File: config.mk
export PLATFORM = sky130hd
export DESIGN_NAME = serial_adder_ctrl
export DESIGN_NICKNAME = d
export VERILOG_FILES = /design/src/rtl/serial_adder_ctrl.sv
export SDC_FILE = /design/constraint.sdc
export NUM_CORES = 1
export LEC_CHECK = 0
export CORE_MARGIN = 2
export CORE_UTILIZATION = 45
export CTS_BUF_LIST = sky130_fd_sc_hd__clkbuf_4 sky130_fd_sc_hd__clkbuf_8 sky130_fd_sc_hd__clkbuf_16
export CTS_CLUSTER_SIZE = 24
export DETAILED_ROUTE_END_ITERATION = 6
export PLACE_DENSITY = 0.75
export SLEW_MARGIN = 10
export SYNTH_ARGS = -nofsm -noshare
export SYNTH_HDL_FRONTEND = slang
export SYNTH_SLANG_ARGS = --single-unit
File: constraint.sdc
create_clock -name clk -period 1.3 [get_ports clk]
set_input_delay 0.195 -clock clk [delete_from_list [all_inputs] [get_ports clk]]
set_output_delay 0.195 -clock clk [all_outputs]
set_load 0.01 [all_outputs]
File: src/rtl/serial_adder_ctrl.sv
// serial_adder_ctrl: bit-serial WIDTH-bit adder, one bit per clock, LSB first.
// Each bit is built from two half_adder cells and an OR, with the carry held in a flip-flop.
// The sum and carry-out are held until the consumer acknowledges.
// Optional feature macro: SERIAL_ADDER_SUBTRACT_EN adds a `sub` input for A-B.

module half_adder (
  input  logic a_i,
  input  logic b_i,
  output logic s_o,
  output logic c_o
);
  assign s_o = a_i ^ b_i;
  assign c_o = a_i & b_i;
endmodule

module serial_adder_ctrl #(
  parameter int WIDTH = 8
) (
  input  logic             clk,
  input  logic             rst_n,
  input  logic             start,
  input  logic [WIDTH-1:0] input_a,
  input  logic [WIDTH-1:0] input_b,
`ifdef SERIAL_ADDER_SUBTRACT_EN
  input  logic             sub,
`endif
  output logic             ready,
  output logic             busy,
  output logic             result_valid,
  input  logic             result_ack,
  output logic [WIDTH-1:0] sum,
  output logic             carry
);

  // The counter only needs to reach WIDTH-1; keep it at least one bit wide.
  localparam int CW = (WIDTH > 1) ? $clog2(WIDTH) : 1;
  localparam logic [CW-1:0] LAST_BIT = CW'(WIDTH - 1);

  typedef enum logic [1:0] {
    IDLE = 2'd0,
    RUN  = 2'd1,
    DONE = 2'd2
  } state_t;

  state_t           state_q, state_d;
  logic [CW-1:0]    count_q, count_d;
  logic [WIDTH-1:0] a_q, a_d;
  logic [WIDTH-1:0] b_q, b_d;
  logic [WIDTH-1:0] res_q, res_d;
  logic             carry_q, carry_d;

  // Subtract select: complement B and inject a carry-in of 1 when set.
  logic sub_sel;
`ifdef SERIAL_ADDER_SUBTRACT_EN
  assign sub_sel = sub;
`else
  assign sub_sel = 1'b0;
`endif

  // One full-adder slice: two half adders, carries merged with an OR.
  logic p_bit, g0_bit, g1_bit, sum_bit, carry_next;

  half_adder u_ha_ab (
    .a_i (a_q[0]),
    .b_i (b_q[0]),
    .s_o (p_bit),
    .c_o (g0_bit)
  );

  half_adder u_ha_pc (
    .a_i (p_bit),
    .b_i (carry_q),
    .s_o (sum_bit),
    .c_o (g1_bit)
  );

  assign carry_next = g0_bit | g1_bit;

  // State, counter, operand/result shift registers and carry flip-flop.
  always_ff @(posedge clk or negedge rst_n) begin
    if (!rst_n) begin
      state_q <= IDLE;
      count_q <= '0;
      a_q     <= '0;
      b_q     <= '0;
      res_q   <= '0;
      carry_q <= 1'b0;
    end else begin
      state_q <= state_d;
      count_q <= count_d;
      a_q     <= a_d;
      b_q     <= b_d;
      res_q   <= res_d;
      carry_q <= carry_d;
    end
  end

  // Next-state logic: accept in IDLE, one bit per cycle in RUN, hold in DONE until ack.
  always_comb begin
    state_d = state_q;
    count_d = count_q;
    a_d     = a_q;
    b_d     = b_q;
    res_d   = res_q;
    carry_d = carry_q;
    case (state_q)
      IDLE: begin
        if (start) begin
          a_d     = input_a;
          b_d     = input_b ^ {WIDTH{sub_sel}};
          carry_d = sub_sel;
          count_d = '0;
          state_d = RUN;
        end
      end
      RUN: begin
        a_d             = a_q >> 1;
        b_d             = b_q >> 1;
        res_d           = res_q >> 1;
        res_d[WIDTH-1]  = sum_bit;
        carry_d         = carry_next;
        if (count_q == LAST_BIT) begin
          count_d = '0;
          state_d = DONE;
        end else begin
          count_d = count_q + CW'(1);
        end
      end
      DONE: begin
        // A start arriving together with the ack is deliberately dropped.
        if (result_ack) begin
          state_d = IDLE;
        end
      end
      default: begin
        state_d = IDLE;
      end
    endcase
  end

  assign ready        = (state_q == IDLE);
  assign busy         = (state_q == RUN);
  assign result_valid = (state_q == DONE);
  assign sum          = res_q;
  assign carry        = carry_q;

endmodule

# ---- Word-level counts from Yosys, hierarchy flattened
# Index checks and enable logic that the tools add are counted.
dict set report totals {
  output_inout_bits 12
  input_bits 20
  elab_cells 35
  ff_bits 30
}
dict set report op_classes {
  n_mux 13
  reduce_logical 4
  eq_ne 6
  bitwise_logic 5
  addsub 1
}
# operator count
set op_table {}
lappend op_table {{$pmux W8 S2} 2}
lappend op_table {{$mux W8} 2}
lappend op_table {{$mux W2} 3}
lappend op_table {{$mux W3} 2}
lappend op_table {{$pmux W2 S3} 1}
lappend op_table {{$pmux W3 S2} 1}
lappend op_table {{$ne A2 B1 Y1 const B} 2}
lappend op_table {{$add A3 B1 Y3 const B} 1}
lappend op_table {{$eq A3 B3 Y1 const B} 1}
lappend op_table {{$reduce_and A3 Y1} 1}
lappend op_table {{$and A1 B1 Y1} 2}
lappend op_table {{$eq A2 B1 Y1 const B} 1}
lappend op_table {{$eq A2 B2 Y1 const B} 1}
lappend op_table {{$logic_not A2 Y1} 1}
lappend op_table {{$ne A2 B2 Y1 const B} 1}
lappend op_table {{$pmux W1 S2} 1}
lappend op_table {{$reduce_and A2 Y1} 1}
lappend op_table {{$reduce_bool A2 Y1} 1}
lappend op_table {{$xor A1 B1 Y1} 2}
lappend op_table {{$mux W1} 1}
lappend op_table {{$or A1 B1 Y1} 1}

# ---- Logic depth before layout (Yosys ltp)
# Gate-level depths: netlist of the first run.
dict set report depth {
  depth_word 4
  ltp_mapped 4
}

# ---- Modules after synthesis
# A second synthesis of the first run with hierarchy kept.
dict set report hier_totals {
  hier_cells 124
  area_unflattened_um2 1473.9
}
# mod n_inst cells_per_inst area_each_um2
set modules_own_cells {}
lappend modules_own_cells {serial_adder_ctrl 1 122 1448.9}
lappend modules_own_cells {half_adder 2 1 12.5}

# ---- Least setup slack after synthesis of the first run
# No wires, ideal clock.
dict set report synth_path {
  path_type {flip-flop to flip-flop}
  startpoint {reg state_q[0]}
  endpoint {reg a_q[3]}
  n_path_buf 1
  setup_time_ps 123
  period_less_slack_ps 1278
  t_required_ps 1177
  path_stages_with_launch 4
  arrival_ps 1156
  path_slack_ps 22
  path_cell_list {dfrtp_1 -> buf_6 -> or4b_1 -> o221a_2}
}
dict set report synth_via {
  elab_chain_len 3
}
# item line_no
set synth_rtl {}
lappend synth_rtl {{start, declared} 45} ;# state_t state_q, state_d;
lappend synth_rtl {{start signal, assigned} 89} ;# state_q <= state_d;
lappend synth_rtl {{$eq A2 B1 Y1 / $logic_not A2 Y1 (equally long branches)} 106} ;# case (state_q)
lappend synth_rtl {{$reduce_bool A2 Y1 (no line) / $ne A2 B2 Y1 (equally long branches)} -}
lappend synth_rtl {{$reduce_and A2 Y1 (no line)} -}
lappend synth_rtl {{end signal, assigned} 84} ;# a_q <= '0;
lappend synth_rtl {{end signal, assigned} 91} ;# a_q <= a_d;
lappend synth_rtl {{end, declared} 47} ;# logic [WIDTH-1:0] a_q, a_d;
# Parallel ways exist; a longest one is shown, timed or not.
# A chain may end at the register's enable or synchronous reset.

# ---- Final worst setup path of the first run
dict set report layout_path {
  startpoint {reg state_q[1]}
  endpoint {reg b_q[6]}
}
dict set report layout_via {
  elab_chain_len 3
}
# item line_no
set layout_rtl {}
lappend layout_rtl {{$eq A2 B1 Y1 / $logic_not A2 Y1 (equally long branches)} 106}
lappend layout_rtl {{$reduce_bool A2 Y1 (no line) / $ne A2 B2 Y1 (equally long branches)} -}
lappend layout_rtl {{$reduce_and A2 Y1 (no line)} -}
lappend layout_rtl {{end signal, assigned} 85} ;# b_q <= '0;
lappend layout_rtl {{end signal, assigned} 92} ;# b_q <= b_d;
lappend layout_rtl {{end, declared} 48} ;# logic [WIDTH-1:0] b_q, b_d;
# Parallel ways exist; a longest one is shown, timed or not.

==> flow_summary.toml, run 1 <==
[power]
p_switching_mw = 1.76
pwr-share-clk_pct = 12.3
p_seq_share_pct = 33.9
p_int_mw = 3.24
power_density_nw_per_um2 = 2220
peakVddDrop_v = 0.00100
p_leak_nw = 1.01
combPwrFrac_pct = 53.8
switching_share_pct = 35.2

[route]
drc = 0
dr.pass1.iters = 4
detail-route-antenna-nets = 0
viasPerCell = 5.40
via_count = 1160
routed_wl_um = 3500
wl_per_cell_um = 16.3
drt_iter0_markers = 33

[layout]
fin_area_um2 = 2250
num_antenna_cells = 0
nNetsFinal = 193
area_growth_pct = 52.0
postLayoutCoreUtil_pct = 72.6
stdcell_count = 215
drive_above_1_share_pct = 43.9

[die]
die-area_um2 = 3770
die_x_um = 61.4
core_um2 = 3100
io_pins = 32
die_y_um = 61.4
initial_utilization_pct = 47.8
placementRows = 20

[timing]
tightest_slew_ns = 0.407
fin_crit_sh_pct = 106
finClkSkew_ns = 0.00268
relSlewSlack_pct = 72.8
maxSlewViolCount = 0
finalSetupTns_ns = -0.591
fmax_mhz = 722
rsz0062_at_grt = "yes"
post-route-min-period_ns = 1.38
finalSetupViolCount = 10
hold_viol = 0
setup_ws_ns = -0.0845

[clocking]
clkSinkCount = 30
clk_pin_slew_ns = 0.09
cts_hold_buf = 0
ctsLongestPathBuffers = 2
clkLatencyLatePin_ns = 0.34
cts_tree = "built"
clock-root-buffer = "clkbuf_4"
cts-htree-levels = 2
cts_made_buffers = 5

[critical_path]
worstPathArrival_ns = 1.62
worst_setup_path_end_kind = "register"
crit_slowest_cell = "or4b_4"
cp.required_ns = 1.53
critical_path.max_stage_delay_ns = 0.54
start_kind = "register"
cp_max_fo = 8
cp_cell_sequence = "buf_6 -> or4b_4 -> o221a_4"
criticalPathCategory = "register to register"
reg2reg_depth = 3

[min_path]
hold_class = "input port to async pin"

[synth]
netlist_area_um2 = 1480
synth_top_area_cell = "dfrtp_1"
avgSynthCellArea_um2 = 12.4
synth_cell_types = 25
synth_seq_cells = 30
yosysMostFrequentCell = "dfrtp_1"
synth.yosys.seq_area_share_pct = 50.6
ys_top_cells_by_count = "dfrtp_1 (30), inv_1 (12), nor3b_1 (11)"
synth_top_area_share_pct = 50.6
synth.area.top_cells = "dfrtp_1 (51%), mux2_2 (6.1%), nor3b_1 (5.6%)"
synth_nets = 143
async_flop_share_pct = 100
synth_flop_cell = "dfrtp_1"
synth_edf_count = 0
postSynthCellCount = 120
ys_warn_count = 0

[placement]
gp_congestion = 0.848
dp_hpwl_um = 2320
port_buffers = 31
postPlaceCellArea_um2 = 1900
placedCellCount = 200
dpl_worst_slack_ns = -0.264

[run_status]
outcome = "finished with violations"
violations = "negative setup slack"

[global_route]
grt_pass1_wl_um = 5220
grt_pass1_vias = 1162
grt_max_degree = 31
overflow = 0
antenna_found_initial = 0
groute.usage.overall_pct = 20.0

[run]
drv_cap = 0
power groups by stage:
stage	Sequential (mW)	Clock, mW	Combinational, mW
floorplan	1.68	0	1.31
global placement	1.66	0	2.02
detailed placement	1.69	0	2.13
CTS	1.67	0.620	2.27
global route	1.75	0.666	2.92
finish	1.70	0.613	2.69
sequential cells by signal, indices dropped and copies added, names as in the netlist:
register	count
sum	8
count_q	3
b_q	8
carry	1
state_q	2
a_q	8
critical path, delay by kind of cell, from the launching register on:
family | cells | cell delay, ns
AOI/OAI and AO/OA | 1 | 0.13
buffers and inverters | 1 | 0.16
DFF | 1 | 0.45
and+or+nand+nor | 1 | 0.54
what timing repair did:
item,in CTS,in global routing
gates cloned,0,0
pin swaps,1,4
setup endpoints to repair,28,30
endpoints found under the hold margin,0,0
gates resized for setup,41,31
setup buffers,4,3
cell usage in the layout, fill, tap and decap left out, drive strengths merged, types with 2 or more instances in the layout:
cell            n
a211o           2
clkbuf          7
nor4bb          2
clkdlybuf4s50  18
a211oi          8
dlygate4sd2     9
mux2            8
nor3b          11
nand2b          2
inv            12
a22o            3
buf            26
nor4b           8
o221a           6
or4b            6
ha              2
dfrtp          30
final cells by class:
type	count	area (um^2)
clock inverter	1	5.00
clock buffer	7	58.8
inverter	12	45.0
sequential	30	752
tap	44	55.1
multi-input combinational	67	811
fill	229	850
timing repair buffer	54	527
logic make-up after synthesis:
family | share of synthesized area (%)
compound gates | 13.5
flops | 50.6
fa+ha+maj | 3.04
buf+inv | 8.27
mux | 6.75
simple gates | 17.8
layer usage:
metal	part of all wire, %	GRT usage, %
met1	38	20.1
met3	5.6	6.09
met5	0	0
met2	54	37.5
met4	2.6	9.12
worst paths after layout:
kind,end,start,slack [ns]
min in group clk,state_q[1]$_DFFE_PN0P_,result_ack,0.45
max,b_q[6]$_DFFE_PN0P_,state_q[1]$_DFFE_PN0P_,-0.08
min reg2reg,sum[0]$_DFFE_PN0P_,sum[0]$_DFFE_PN0P_,0.51
min,sum[7]$_DFFE_PN0P_,rst_n,0.21
max in group asynchronous,state_q[0]$_DFFE_PN0P_,rst_n,0.92
max reg2reg,b_q[6]$_DFFE_PN0P_,state_q[1]$_DFFE_PN0P_,-0.08
stage by stage:
stage | hold slack [ns] | total power, mW
4_1_cts | 0.213 | 4.56
3_5_place_dp | 0.496 | 3.82
3_3_place_gp | 0.492 | 3.68
5_1_grt | 0.202 | 5.34
2_1_floorplan | -0.101 | 3.00
6_report | 0.205 | 5.00
Note: power is estimated with default switching activity, not from simulation.
==> inputs of run 2 (changes only) <==
--- a/config.mk
+++ b/config.mk
@@ -5,6 +5,7 @@
 export SDC_FILE = /design/constraint.sdc
 export NUM_CORES = 1
 export LEC_CHECK = 0
+export CAP_MARGIN = 20
 export CORE_MARGIN = 2
 export CORE_UTILIZATION = 45
 export CTS_BUF_LIST = sky130_fd_sc_hd__clkbuf_4 sky130_fd_sc_hd__clkbuf_8 sky130_fd_sc_hd__clkbuf_16
==> results of run 2 <==
No change in the layout: final DEF, timing and power equal those of run 1.
